==> config.mk <==
export PLATFORM = sky130hd
export DESIGN_NAME = seg_scan_decoder
export DESIGN_NICKNAME = d
export VERILOG_FILES = /design/src/rtl/seg_scan_decoder.sv
export SDC_FILE = /design/constraint.sdc
export NUM_CORES = 1
export LEC_CHECK = 0
export BUFFER_PORTS_ARGS = -buffer_cell sky130_fd_sc_hd__buf_2
export CAP_MARGIN = 5
export CORE_ASPECT_RATIO = 1.2
export CORE_MARGIN = 5
export CORE_UTILIZATION = 23
export CTS_BUF_LIST = sky130_fd_sc_hd__clkbuf_16
export CTS_CLUSTER_SIZE = 12
export DETAILED_ROUTE_END_ITERATION = 8
export PLACE_DENSITY_LB_ADDON = 0.25
export SETUP_SLACK_MARGIN = 0.05
export SYNTH_ARGS = -nofsm -noshare
export SYNTH_HDL_FRONTEND = slang
export SYNTH_SLANG_ARGS = --single-unit
==> constraint.sdc <==
create_clock -name CLOCK -period 5 [get_ports CLOCK]
set_input_delay 0.25 -clock CLOCK [delete_from_list [all_inputs] [get_ports CLOCK]]
set_output_delay 0.25 -clock CLOCK [all_outputs]
set_load 0.01 [all_outputs]
==> src/rtl/seg_scan_decoder.sv <==
// Monitors a multiplexed 7-segment scan bus and decodes each settled digit
// dwell back to its hex value, with frame completion and sticky fault reporting.
module seg_scan_decoder #(
    parameter int unsigned SETTLE         = 16,
    parameter bit          SEG_ACTIVE_LOW = 1'b1,
    parameter bit          EN_ACTIVE_LOW  = 1'b1
) (
    input  logic       CLOCK,
    input  logic       RESET,
    input  logic [7:0] DIGIT7SEG,
    input  logic [3:0] ENABLE7SEG,
    output logic [3:0] DIGIT0,
    output logic [3:0] DIGIT1,
    output logic [3:0] DIGIT2,
    output logic [3:0] DIGIT3,
    output logic [3:0] DP,
    output logic       VALID,
    output logic       FRAME_TICK,
    output logic       ERR
);

    typedef enum logic [1:0] {
        S_IDLE,
        S_SETTLING,
        S_SAMPLED
    } state_t;

    localparam logic [7:0] SETTLE_C = 8'(SETTLE);

    logic [7:0] seg_norm;
    logic [3:0] en_norm;
    logic [7:0] seg_s1_q, seg_s2_q;
    logic [3:0] en_s1_q, en_s2_q;

    state_t     state_q, state_d;
    logic [3:0] en_q, en_d;
    logic [7:0] cnt_q, cnt_d;
    logic [7:0] cnt_inc;
    logic       sample;
    logic       mh_err;
    logic       en_onehot;
    logic       en_multi;

    logic [3:0][3:0] digit_q, digit_d;
    logic [3:0]      dp_q, dp_d;
    logic [3:0]      seen_q, seen_d;
    logic            valid_q, valid_d;
    logic            frame_q, frame_d;
    logic            err_q, err_d;
    logic [4:0]      dec;
    logic            good;
    logic            bad;

    // Normalizing ahead of the synchronizer lets reset clear it to "blank".
    assign seg_norm = DIGIT7SEG ^ {8{SEG_ACTIVE_LOW}};
    assign en_norm  = ENABLE7SEG ^ {4{EN_ACTIVE_LOW}};

    always_ff @(posedge CLOCK) begin
        if (RESET) begin
            seg_s1_q <= '0;
            seg_s2_q <= '0;
            en_s1_q  <= '0;
            en_s2_q  <= '0;
        end else begin
            seg_s1_q <= seg_norm;
            seg_s2_q <= seg_s1_q;
            en_s1_q  <= en_norm;
            en_s2_q  <= en_s1_q;
        end
    end

    assign en_onehot = $onehot(en_s2_q);
    assign en_multi  = (en_s2_q != 4'b0000) && !en_onehot;
    assign cnt_inc   = cnt_q + 8'd1;

    always_comb begin
        state_d = state_q;
        en_d    = en_q;
        cnt_d   = cnt_q;
        sample  = 1'b0;
        mh_err  = 1'b0;
        unique case (1'b1)
            en_multi: begin
                state_d = S_IDLE;
                cnt_d   = '0;
                mh_err  = 1'b1;
            end
            (state_q == S_SETTLING) && (en_s2_q == en_q): begin
                cnt_d = cnt_inc;
                if (cnt_inc == SETTLE_C) begin
                    sample  = 1'b1;
                    state_d = S_SAMPLED;
                end
            end
            (state_q == S_SAMPLED) && (en_s2_q == en_q): begin
                cnt_d = cnt_q;
            end
            default: begin
                // IDLE, or any change of enable away from the held dwell.
                if (en_onehot) begin
                    en_d    = en_s2_q;
                    cnt_d   = 8'd1;
                    state_d = S_SETTLING;
                end else begin
                    cnt_d   = '0;
                    state_d = S_IDLE;
                end
            end
        endcase
    end

    always_ff @(posedge CLOCK) begin
        if (RESET) begin
            state_q <= S_IDLE;
            en_q    <= '0;
            cnt_q   <= '0;
        end else begin
            state_q <= state_d;
            en_q    <= en_d;
            cnt_q   <= cnt_d;
        end
    end

    function automatic logic [4:0] decode(input logic [6:0] s);
        logic [4:0] r;
        case (s)
            7'h3F:   r = 5'h10;
            7'h06:   r = 5'h11;
            7'h5B:   r = 5'h12;
            7'h4F:   r = 5'h13;
            7'h66:   r = 5'h14;
            7'h6D:   r = 5'h15;
            7'h7D:   r = 5'h16;
            7'h07:   r = 5'h17;
            7'h7F:   r = 5'h18;
            7'h6F:   r = 5'h19;
            7'h77:   r = 5'h1A;
            7'h7C:   r = 5'h1B;
            7'h39:   r = 5'h1C;
            7'h5E:   r = 5'h1D;
            7'h79:   r = 5'h1E;
            7'h71:   r = 5'h1F;
            default: r = 5'h00;
        endcase
        return r;
    endfunction

    assign dec  = decode(seg_s2_q[6:0]);
    assign good = sample && dec[4];
    assign bad  = sample && !dec[4];

    always_comb begin
        digit_d = digit_q;
        dp_d    = dp_q;
        for (int i = 0; i < 4; i++) begin
            if (good && en_q[i]) begin
                digit_d[i] = dec[3:0];
                dp_d[i]    = seg_s2_q[7];
            end
        end
        // Frame clear happens first so a coincident sample survives it.
        seen_d  = (seen_q == 4'hF) ? 4'h0 : seen_q;
        seen_d  = seen_d | (good ? en_q : 4'h0);
        frame_d = (seen_q == 4'hF);
        valid_d = valid_q | frame_d;
        err_d   = err_q | mh_err | bad;
    end

    always_ff @(posedge CLOCK) begin
        if (RESET) begin
            digit_q <= '0;
            dp_q    <= '0;
            seen_q  <= '0;
            valid_q <= 1'b0;
            frame_q <= 1'b0;
            err_q   <= 1'b0;
        end else begin
            digit_q <= digit_d;
            dp_q    <= dp_d;
            seen_q  <= seen_d;
            valid_q <= valid_d;
            frame_q <= frame_d;
            err_q   <= err_d;
        end
    end

    assign DIGIT0     = digit_q[0];
    assign DIGIT1     = digit_q[1];
    assign DIGIT2     = digit_q[2];
    assign DIGIT3     = digit_q[3];
    assign DP         = dp_q;
    assign VALID      = valid_q;
    assign FRAME_TICK = frame_q;
    assign ERR        = err_q;

endmodule
==> flow_summary.ini <==
[run_status]
status = finished, final reports clean

[placement]
dpl-instance-area_sq_um = 3310
dpl.hpwl_microns = 4500
placed_cells_incl_taps = 498
dp_slack_ns = 2.42
io_buffers = 36
place.gp.congestion = 0.736

[cells_and_area]
final_cells = 513
multi_input_area_sq_um = 1590
drive_gt1_frac = 0.212
largest_registers = cnt_q: 8 flops, seg_s1_q: 8 flops, seg_s2_q: 8 flops
fin_area_sq_um = 3580
fillers = 1393
finish.utilization = 0.282
syn2layout_area_growth_pct = 19.0
final_nets = 365
seq_area_sq_um = 1300
diodes = 0

[yosys]
synthTopCellsByCount = dfxtp_1 (65), nor2_1 (35), mux2i_1 (24)
synth-simple-area-share = 0.310
synthTopCellsByArea = dfxtp_1 (43%), mux2i_1 (8.0%), nand2b_1 (4.6%)
synth_area_sq_um = 3010
ys.flop_type = dfxtp_1
synth_compound_area_frac = 0.0951
synth_edf_count = 0
synth_xor_area_frac = 0.0145
synth_most_common_cell = dfxtp_1
ys_ff_latch = 65
yosysSeqAreaShare = 0.432
synth.area.mux_share = 0.0798
synthAdderAreaFrac = 0.0274
synthArstFlopShare = 0
synth_cell_types = 58
netlist.area_leader.share = 0.432
yosys_warnings = 0
syn_area_per_cell_sq_um = 9.50
yosys.area.top_type = dfxtp_1
syn_nets = 337
synthCells = 317
synth_top_family_by_area = simple AND/OR/NAND/NOR gates

[power]
p_per_area_nw_per_um2 = 338
cellLeakagePower_nw = 1.54
ir_worst_vdd_mv = 0.174
power.switching_mw = 0.269
pwr-share-seq = 0.453
pwr-share-comb = 0.058
clockPowerShare = 0.489
total_power_mw = 1.21
switching_share = 0.222
p_int_mw = 0.941

[timing]
drv_slew = 0
final.setup_skew_ns = 0.00591
rsz0062_at_grt = false
fin_crit_ns = 2.56
relSlewSlack = 0.561
setup_viol = 0
holdWs_ns = 0.0725
tns_ns = 0
max_freq_mhz = 391
period_share = 0.511
setup_slack_ns = 2.44
worstMarginPinSlew_ns = 0.658
hold_viol_final = 0

[worst_setup_path]
path_max_fanout = 5
critPathKind = reg -> reg
required_ns = 5.19
setup.worst_path.end_class = register
path_cells = inv_1 -> fa_1 -> inv_1 -> ha_1 -> ha_1 -> nor2_1 -> nand2_1 -> nor3_2 -> mux2i_1 -> nor2_1
slowest_stage = fa_1
slowest_delay_ns = 0.53
worstPathArrival_ns = 2.75
cp-start-kind = register
reg2reg_setup_slack_ns = 2.44

[route]
dr.first_iter.drc_count = 158
wl_per_cell_microns = 12.8
drc = 0
vias = 2238
drt-vias-per-instance = 4.36
drt-pass1-iter-count = 4
drtAntennaViolNets = 0
wl_microns = 6550

[worst_hold_path]
min_path_type = in -> reg

[floorplanning]
rows = 45
core_sq_um = 12700
die_area_sq_um = 15500
die_x_microns = 114
io_pins = 37
die_height_microns = 135
start_util = 0.237

[clock_tree]
insertion_delay_ns = 0.33
root_buffer = clkbuf_16
ctsHoldBuffers = 0
cts_made_buffers = 9
clockBufferDepth = 2
cts.repair.resized = 0
postCtsSetupBuffers = 0
clock-sinks = 65
htreeDepth = 3
cts_tree = built
cts.reportedPaths.clkPinSlew_ns = 0.05

[global_route]
first_global_vias = 2210
grt_overflow = 0
grt_first_pass_wirelength_microns = 11000
track_usage = 0.0907
grt_max_degree = 71
grt_antenna_before_repair = 0

[flow_run]
max_cap_viol_count = 0
-- layer usage --
metal	vias up	global-route usage	routed length [microns]
met3	9	0.0362	321
li1	1161	-	-
met2	36	0.148	3190
met4	0	0.0442	129
met1	1032	0.102	2900
met5	-	0	0
-- cells by family (layout without fill, tap and decap cells) --
logic type / count (synthesis) / in the layout
AND/OR/NAND/NOR: 146 / 146
buffers and inverters: 27 / 59
XOR/XNOR: 5 / 5
adder cells (fa/ha/maj): 6 / 6
AO/OA/AOI/OAI: 44 / 44
flip-flops: 65 / 65
multiplexers: 24 / 24
-- worst max-delay path, delay by kind of cell (launching register included) --
family	cells	cell delay, ns
adder cells (fa/ha/maj)	3	0.97
AND/OR/NAND/NOR	4	0.68
flip-flops	1	0.37
multiplexers	1	0.25
buffers and inverters	2	0.13
-- layout by cell type (no fill, tap or decap), drive strengths merged, types with 2 or more instances in the layout --
| cell type | n |
|---|---|
| a311oi | 2 |
| a31oi | 2 |
| a21oi | 20 |
| xor2 | 5 |
| a21o | 3 |
| and3b | 2 |
| nand2 | 15 |
| nor3b | 2 |
| ha | 5 |
| nor4bb | 3 |
| dfxtp | 65 |
| or4b | 2 |
| nand4bb | 2 |
| and4 | 2 |
| nor4 | 2 |
| or3 | 2 |
| nand3 | 10 |
| nand3b | 4 |
| and4b | 3 |
| buf | 37 |
| nand4 | 8 |
| nor3 | 3 |
| clkinv | 3 |
| inv | 9 |
| nand2b | 22 |
| nor2 | 35 |
| nor2b | 14 |
| and3 | 8 |
| and2 | 2 |
| o21ai | 8 |
| clkbuf | 9 |
| mux2i | 24 |
| or2 | 2 |
-- final cells by class --
| class | instances | area share |
|---|---|---|
| clock buffers | 9 | 0.0628 |
| well taps | 164 | 0.0573 |
| flip-flops and latches | 65 | 0.363 |
| multi-input cells | 225 | 0.442 |
| clock inverters | 6 | 0.0147 |
| repair buffers | 37 | 0.0524 |
| inverters | 7 | 0.00733 |
-- final timing paths --
kind / startpoint / to / cells after the start
setup / recovery: en_s2_q[0] / en_q[2] / 10
hold / removal: DIGIT7SEG[1] / seg_s1_q[1] / 2
setup reg to reg: en_s2_q[0] / en_q[2] / 10
hold reg to reg: en_s1_q[0] / en_s2_q[0] / 1
-- power by group through the flow --
stage,combinational (mW),clock [mW],sequential (mW)
floorplan,0.0608,0,0.552
global placement,0.0707,0,0.559
detailed placement,0.0711,0,0.559
CTS,0.0712,0.614,0.548
global route,0.0790,0.633,0.551
finish,0.0696,0.592,0.548
Power figures use the tool's default switching activity.
